### config.mk
export PLATFORM = sky130hd
export DESIGN_NAME = alu32_serial_add_ctrl
export DESIGN_NICKNAME = d
export VERILOG_FILES = /design/src/rtl/alu32_serial_add_ctrl.sv
export SDC_FILE = /design/constraint.sdc
export NUM_CORES = 1
export LEC_CHECK = 0
export ABC_AREA = 1
export CAP_MARGIN = 20
export CORE_MARGIN = 8
export CORE_UTILIZATION = 33
export CTS_CLUSTER_DIAMETER = 120
export CTS_CLUSTER_SIZE = 14
export DETAILED_ROUTE_END_ITERATION = 16
export HOLD_SLACK_MARGIN = 0.06
export SLEW_MARGIN = 20
export SYNTH_ARGS = -nofsm -noshare
export SYNTH_HDL_FRONTEND = slang
export SYNTH_SLANG_ARGS = --single-unit
### constraint.sdc
create_clock -name clk -period 3.7 [get_ports clk]
set_input_delay 0.74 -clock clk [delete_from_list [all_inputs] [get_ports clk]]
set_output_delay 0.74 -clock clk [all_outputs]
set_load 0.01 [all_outputs]
### src/rtl/alu32_serial_add_ctrl.sv
// Multi-cycle 32-bit add/subtract built on one 5-bit carry-lookahead slice, LSB chunk first.
// Optional macro ALU32_SERADD_EARLY_EXIT_EN finishes early once the upper operand bits and carry are 0.
module alu32_serial_add_ctrl #(
  parameter int unsigned WIDTH   = 32,
  parameter int unsigned SLICE_W = 5
) (
  input  logic             clk,
  input  logic             rst,
  input  logic             start_valid,
  output logic             start_ready,
  input  logic [WIDTH-1:0] a,
  input  logic [WIDTH-1:0] b,
  input  logic             sub,
  input  logic             cin,
  output logic             res_valid,
  input  logic             res_ready,
  output logic [WIDTH-1:0] result,
  output logic             cout,
  output logic             overflow,
  output logic             zero,
  output logic             busy
);

  localparam int unsigned N_SLICE = (WIDTH + SLICE_W - 1) / SLICE_W;
  localparam logic [2:0]  LastK   = 3'(N_SLICE - 1);

  typedef enum logic [1:0] {StIdle, StRun, StDone} state_e;

  state_e            state;
  logic [WIDTH-1:0]  op_a, op_b;
  logic              carry;
  logic [2:0]        k;

  logic [5:0]        shamt;
  logic [4:0]        sa, sb, g, p, sum;
  logic [5:0]        c;
  logic [WIDTH-1:0]  result_nxt;
  logic              c31;

  assign start_ready = (state == StIdle) && !rst;
  assign busy        = (state != StIdle);
  assign res_valid   = (state == StDone);

  // The top chunk shifts down to two live bits, so zero padding comes for free.
  always_comb begin
    shamt = 6'(k * SLICE_W);
    sa    = 5'(op_a >> shamt);
    sb    = 5'(op_b >> shamt);
    g     = sa & sb;
    p     = sa ^ sb;
    c[0]  = carry;
    c[1]  = g[0] | (p[0] & c[0]);
    c[2]  = g[1] | (p[1] & g[0]) | (p[1] & p[0] & c[0]);
    c[3]  = g[2] | (p[2] & g[1]) | (p[2] & p[1] & g[0]) | (p[2] & p[1] & p[0] & c[0]);
    c[4]  = g[3] | (p[3] & g[2]) | (p[3] & p[2] & g[1]) | (p[3] & p[2] & p[1] & g[0])
          | (p[3] & p[2] & p[1] & p[0] & c[0]);
    c[5]  = g[4] | (p[4] & g[3]) | (p[4] & p[3] & g[2]) | (p[4] & p[3] & p[2] & g[1])
          | (p[4] & p[3] & p[2] & p[1] & g[0]) | (p[4] & p[3] & p[2] & p[1] & p[0] & c[0]);
    sum   = p ^ c[4:0];
    // Each chunk is written once into a zeroed result, so OR-ing in place is exact.
    result_nxt = result | (WIDTH'(sum) << shamt);
    c31        = op_a[WIDTH-1] ^ op_b[WIDTH-1] ^ result_nxt[WIDTH-1];
  end

`ifdef ALU32_SERADD_EARLY_EXIT_EN
  logic early_exit;
  always_comb begin
    early_exit = ((op_a >> (shamt + 6'(SLICE_W))) == '0) &&
                 ((op_b >> (shamt + 6'(SLICE_W))) == '0) && !c[5];
  end
`endif

  always_ff @(posedge clk or posedge rst) begin
    if (rst) begin
      state    <= StIdle;
      op_a     <= '0;
      op_b     <= '0;
      carry    <= 1'b0;
      k        <= '0;
      result   <= '0;
      cout     <= 1'b0;
      overflow <= 1'b0;
      zero     <= 1'b0;
    end else begin
      case (state)
        StIdle: begin
          if (start_valid) begin
            op_a   <= a;
            op_b   <= sub ? ~b : b;
            carry  <= sub ? 1'b1 : cin;
            k      <= '0;
            result <= '0;
            state  <= StRun;
          end
        end
        StRun: begin
          result <= result_nxt;
          carry  <= c[5];
          if (k == LastK) begin
            cout     <= sum[2];
            overflow <= c31 ^ sum[2];
            zero     <= (result_nxt == '0);
            state    <= StDone;
`ifdef ALU32_SERADD_EARLY_EXIT_EN
          end else if (early_exit) begin
            cout     <= 1'b0;
            overflow <= 1'b0;
            zero     <= (result_nxt == '0);
            state    <= StDone;
`endif
          end else begin
            k <= k + 3'd1;
          end
        end
        StDone: begin
          if (res_ready) state <= StIdle;
        end
        default: state <= StIdle;
      endcase
    end
  end

endmodule
---- Yosys cells after proc, flatten, opt, wreduce, memory -nomap -nowiden ----
Cells that the tools add are included.
storage, ports and cells
  bits in registers ....................... 105
  word-level logic and storage cells ...... 93
  bits in latches ......................... 0
  output and inout port bits .............. 38
  memories ................................ 0
  memory bits (writable) .................. 0
  bits in read-only memories .............. 0
  input port bits ......................... 70
operators by class
  div/mod/pow operators ................... 0
  reduce and logical (&&, ||, !) cells .... 11
  magnitude comparators ................... 0
  shifts and indexed selects .............. 3
  multiply operators ...................... 1
  bitwise gates (word level) .............. 48
  add/subtract/negate cells ............... 1
  mux-type cells .......................... 13
  eq/ne operators ......................... 7
operators by type and width
  kind                   number
  $mux W32               2
  $pmux W32 S2           1
  $shr A32 B6 Y5         2
  $logic_not A32 Y1      1
  $not A32 Y32           1
  $or A32 B32 Y32        1
  $shl A5 B6 Y32         1
  $and A1 B1 Y1          25
  $or A1 B1 Y1           15
  $xor A5 B5 Y5          2
  $mul A3 B3 Y6 const B  1
  $mux W2                3
  $mux W3                2
  $ne A2 B2 Y1 const B   3
  $pmux W2 S3            1
  $pmux W3 S2            1
  $reduce_and A2 Y1      3
  $reduce_and A3 Y1      2
  $and A5 B5 Y5          1
  $reduce_bool A2 Y1     2
  $add A3 B1 Y3 const B  1
  $eq A3 B3 Y1 const B   1
  $xor A1 B1 Y1          3
  $eq A2 B1 Y1 const B   1
  7 further kinds        8

---- Logic depth before layout (Yosys ltp) ----
  depth after elaboration ................. 13
  gate-level depth with buffers ........... 22
  gate-level depth less buffers ........... 21

---- Least setup slack after synthesis ----
No wires, ideal clock.
  path type ............................... flip-flop to flip-flop
  start point ............................. register k[1]
  end point ............................... register zero
  path buffers ............................ 2
  setup slack ............................. 968 ps
  required time ........................... 3635 ps
  library setup time ...................... 65 ps
  arrival ................................. 2667 ps
  cell stages (with the launch flop) ...... 22
  period minus slack after synthesis ...... 2732 ps
  path through ............................ dfrtp_1 inv_2 buf_6 clkbuf_1 o21ai_0 o22ai_1 nand2_1 o221ai_1 inv_1 fa_1 inv_1 nand3_2 nor2_1 nor2_1 nand2_1 nor2_1 nand3_1 nor2_1 nand3_1 nor2_1 nand3_1 nand2_1
between the ends
  longest elaborated chain between the ends .. 12
  elaborated cells between the ends (all ways) .. 37
  classes of those cells .................. 1 x mul; 1 x eq/ne; 3 x shift; 30 x bitwise; 2 x reduce/logical
RTL lines
  what                                                     RTL line  text
  start: declaration                                       32        logic [2:0] k;
  start signal: assignment                                 112       k <= k + 3'd1;
  $mul A3 B3 Y6                                            46        shamt = 6'(k * SLICE_W);
  $shr A32 B6 Y5 (on tied branches)                        47, 48
  $xor A5 B5 Y5 or $and A5 B5 Y5 (tied branches)           50, 49
  $and A1 B1 Y1 (on tied branches)                         55, 56
  $or A1 B1 Y1, or another cell as far along (2 in a row)  55        c[4] = g[3] | (p[3] & g[2]) | (p[3] & p[2] & g[1]) | (p[3] & p[2] & p[1] & g[0])
  $or A1 B1 Y1 or $and A1 B1 Y1 (tied branches)            55, 56
  $or A1 B1 Y1                                             56        | (p[3] & p[2] & p[1] & p[0] & c[0]);
  $xor A5 B5 Y5                                            59        sum = p ^ c[4:0];
  $shl A5 B6 Y32                                           61        result_nxt = result | (WIDTH'(sum) << shamt);
  $or A32 B32 Y32                                          61
  $logic_not A32 Y1                                        102       zero <= (result_nxt == '0);
  end signal: assignment                                   102
  end: declaration                                         20        output logic zero,
Several ways; a longest one is shown, not always the timed one.
A chain may end at the register's enable or synchronous reset.

---- Worst setup path after layout ----
Ends and elaborated chain as after synthesis.

==> implementation parameters <==
Parameter                              Value

Status
  Status ... completed

Synthesis
  Most used flip-flop cell after synthesis ... sky130_fd_sc_hd__dfrtp_1
  Asr flop ratio synth ... 100%
  Average instance area after synthesis ... approximately 8 sq um
  Post-Syn Nets ... ~790
  Dominant cells by area after synthesis ... sky130_fd_sc_hd__dfrtp_1 (47%), sky130_fd_sc_hd__nand2_1 (15%), sky130_fd_sc_hd__o21ai_0 (7.0%)
  Warnings, synthesis ... 0
  Library cell with the largest summed area after synthesis ... sky130_fd_sc_hd__dfrtp_1
  Synth top cells by count ... sky130_fd_sc_hd__nand2_1 (217), sky130_fd_sc_hd__dfrtp_1 (105), sky130_fd_sc_hd__o21ai_0 (79)
  Proportion of synthesized chip area in sequential cells ... between 40 and 50%
  Count of different cell masters after synthesis ... 39
  Number of instances in the synthesized netlist ... between 700 and 800
  Number of flops mapped to enable cells by yosys ... 0
  Fraction of post-synthesis cell area in the top cell type by area ... between 40% and 50%
  Most frequently used cell type in the post-synthesis netlist ... sky130_fd_sc_hd__nand2_1
  Total of flip-flops plus latches after synthesis ... 105
  Cell Area, Synth ... between 0.005 and 0.006 sq mm

GRT
  Global Route Usage Sum ... between 10% and 20%
  Wire length of the first global-routing pass ... roughly 25000 microns
  Initial antenna violation count ... 0
  Number of global-route vias before repair ... around 4.9k
  Total global routing overflow ... 0
  Maximum number of pins on one net before global-route repair ... 66

STA
  Slew at the pin closest to its max-slew limit ... 915 ps
  Max-slew violations ... 0
  Final count of negative-setup-slack endpoints ... 0
  Final Hold Fails ... 0
  Fin Setup TNS ... 0 ps
  Final Critical Period ... 3150 ps
  Slew margin rel. ... about two fifths
  Setup repair after global routing missed its margin ... no
  Crit share post-route ... between 80 and 90%
  Worst setup margin ... between 500 and 600 ps
  Peak Freq ... approximately 0.32 GHz
  Clock Skew ... between 10 and 15 ps

Placement
  Worst setup slack before clock tree synthesis ... 624 ps
  Placed Instance Area ... 0.00685 sq mm
  HPWL reported at the end of detailed placement ... approximately 12000 microns
  Number of buffer cells added on primary ports ... roughly 110
  Global placer's final weighted congestion ... about 0.84
  Number of placed instances, taps included ... slightly above 1k

Cells and area
  Finished Cell Area ... roughly 0.0071 sq mm
  Share of cells above drive strength 1 ... under 10%
  Number of antenna cells inserted ... 0
  P&R area growth vs syn ... 27.0%
  Nets ... 883
  Fin cells ... between 1k and 1.5k

Floorplanning
  Row count ... 47
  Die extent in x ... between 100 and 150 microns
  Die boundary height ... ~150 microns
  Starting density of the core ... roughly 34%
  Total Die Area ... 0.0214 sq mm
  Boundary pin count ... between 100 and 150
  Core region area ... around 0.017 sq mm

Clocking
  CTS sink count ... 105
  Clock transition at the registers of the reported paths ... about 70 ps
  Number of buffers created by CTS ... 9
  Largest buffer count on any clock path ... 2
  CTS tree ... yes
  Source-to-sink clock delay at the later pin of the worst-skew pair ... approximately 350 ps
  PostCTS Resize Cnt ... 0
  Buffer type at the clock tree root ... sky130_fd_sc_hd__clkbuf_16
  # H-tree levels ... 3
  Number of buffers inserted by hold repair at cts ... 0
  Count of buffers added by post-CTS timing repair for setup ... 0

Routing
  Count of nets left with antenna violations after detail routing ... 0
  First-pass DRT Iterations ... 6
  Via Count ... about 4.9k
  Violation count after the first detailed-routing iteration ... 357
  Average wire length per cell after detail routing ... 15.3 microns
  Post-detailed-route DRC marker count ... 0
  Wire length reported by the detailed router ... between 15000 and 20000 microns
  Post-detailed-route via-to-cell ratio ... ~4.7

Worst setup path
  Standard cell with the maximum stage delay on the critical path ... sky130_fd_sc_hd__o311ai_0
  Slowest cell delay on critical path ... 560 ps
  Setup crit start kind ... register
  Worst path buffer plus inverter count ... 1
  Type of the setup path with the least slack ... register to register
  Most used cell, CP ... sky130_fd_sc_hd__nand2_1
  CP Data Required Time ... between 3000 and 4000 ps
  Worst path top cell family by delay ... simple AND/OR/NAND/NOR gates
  Cell chain of the critical path ... inv_2, nand2_1, o311ai_0, ha_1, nand3_2, nand3_1, nand2_1, nand2_2, nor2_1, nand3_1, nand2_1, nor2_1, nand2_1, nor2_1, nand3_1, nand2_1
  Kind of capture point of the worst setup path ... register
  Arr. time, crit path ... about 3400 ps
  Highest fanout seen on the critical path ... 21

Job
  # Max-Cap Violations ... 0

Pwr
  Share of power burned in combinational logic ... between 50% and 60%
  Worst IR drop on VDD ... 0.000367 V
  Power per unit of standard cell area ... 955 mW/mm^2
  Switching Fraction ... a little under half
  Proportion of power drawn by the clock network ... a little over an eighth
  Leak Pwr ... 3.38 nW
  Share of total power in sequential cells ... 29.5%
  Internal power of the cells ... between 0.003 and 0.004 W
  Net switching power ... 0.00319 W

Worst hold path
  Hold crit path type ... register to register
[stage by stage]
| step | total power [W] | utilization (%) | hold slack (ps) |
|---|---|---|---|
| floorplan | 0.00473 | - | 444 |
| global placement | 0.00586 | 41.3 | 457 |
| detailed placement | 0.00590 | 41.3 | 460 |
| CTS | 0.00685 | 43.0 | 479 |
| global route | 0.00742 | 43.0 | 492 |
| finish | 0.00680 | 43.0 | 481 |
[cells in the final DEF (no fill, tap or decap), types with 2 or more instances in the layout]
master                            count
sky130_fd_sc_hd__nand2_1            217
sky130_fd_sc_hd__clkdlybuf4s50_1    106
sky130_fd_sc_hd__dfrtp_1            105
sky130_fd_sc_hd__o21ai_0             79
sky130_fd_sc_hd__inv_1               61
sky130_fd_sc_hd__nor2_1              57
sky130_fd_sc_hd__xnor2_1             33
sky130_fd_sc_hd__nand3_1             26
sky130_fd_sc_hd__a21oi_1             16
sky130_fd_sc_hd__o22ai_1             15
sky130_fd_sc_hd__inv_2               10
sky130_fd_sc_hd__clkbuf_16            9
sky130_fd_sc_hd__nand4_1              8
sky130_fd_sc_hd__ha_1                 8
sky130_fd_sc_hd__buf_4                7
sky130_fd_sc_hd__nand2_2              5
sky130_fd_sc_hd__a22oi_1              4
sky130_fd_sc_hd__o211ai_1             4
sky130_fd_sc_hd__nor2_2               3
sky130_fd_sc_hd__a32oi_1              3
sky130_fd_sc_hd__nor2_8               2
sky130_fd_sc_hd__nand3_2              2
sky130_fd_sc_hd__inv_4                2
sky130_fd_sc_hd__clkinv_1             2
sky130_fd_sc_hd__o221ai_1             2
sky130_fd_sc_hd__o31ai_1              2
sky130_fd_sc_hd__xor2_1               2
sky130_fd_sc_hd__clkinv_2             2
sky130_fd_sc_hd__clkbuf_8             2
[area by class of cell]
| class | count | area (sq um) |
|---|---|---|
| timing repair buffer | 115 | 1140 |
| clock inverter | 4 | 26.3 |
| inverter | 75 | 287 |
| clock buffer | 12 | 256 |
| multi-input combinational | 498 | 2520 |
| fill | 1692 | 9460 |
| tap | 220 | 275 |
| sequential | 105 | 2630 |
[state kept, by name, indices dropped and copies added, names as in the netlist, 2 cells and up]
register,cells
result,32
op_a,32
state,2
k,3
op_b,32
[power groups by stage]
stage	clock network [W]	logic (W)	registers, W
final	0.000930	0.00387	0.00201
after global routing	0.000998	0.00436	0.00206
after CTS	0.000949	0.00389	0.00201
after detailed placement	0	0.00387	0.00203
after global placement	0	0.00385	0.00201
after floorplan	0	0.00274	0.00199
[cells by family (layout without fill, tap and decap cells)]
| logic type | count (synthesis) | count (layout) | share of synthesized area (%) |
|---|---|---|---|
| buf+inv | 111 | 206 | 8.32 |
| flops | 105 | 105 | 46.8 |
| xor+xnor | 35 | 35 | 5.46 |
| compound gates | 128 | 128 | 12.8 |
| fa+ha+maj | 9 | 9 | 2.14 |
| simple gates | 324 | 324 | 24.1 |
| mux | 2 | 2 | 0.379 |
[layer usage]
| metal | part of all wire, % | global-route usage, % | vias to the layer above |
|---|---|---|---|
| met5 | 0 | 0 | - |
| met4 | 1.3 | 4.64 | 0 |
| met3 | 5.4 | 3.31 | 14 |
| met2 | 47 | 24.1 | 129 |
| met1 | 47 | 19.1 | 2259 |
| li1 | - | - | 2463 |
[worst min-delay path, cell delays in order, from the launching register on]
cell and delay, ps:
sky130_fd_sc_hd__dfrtp_1 340, sky130_fd_sc_hd__nand2_1 50, sky130_fd_sc_hd__nand2_1 50
[final timing paths]
kind | to | cells after the start | slack [ps] | startpoint
hold / removal | op_a[7] | 2 | 480 | op_a[7]
setup / recovery | zero | 16 | 550 | k[1]
min in group asynchronous | state[1] | 2 | 800 | rst
setup reg to reg | zero | 16 | 550 | k[1]
max in group asynchronous | op_b[22] | 3 | 2160 | rst
hold reg to reg | op_a[7] | 2 | 480 | op_a[7]
No activity file was read; power rests on OpenSTA's default activity.
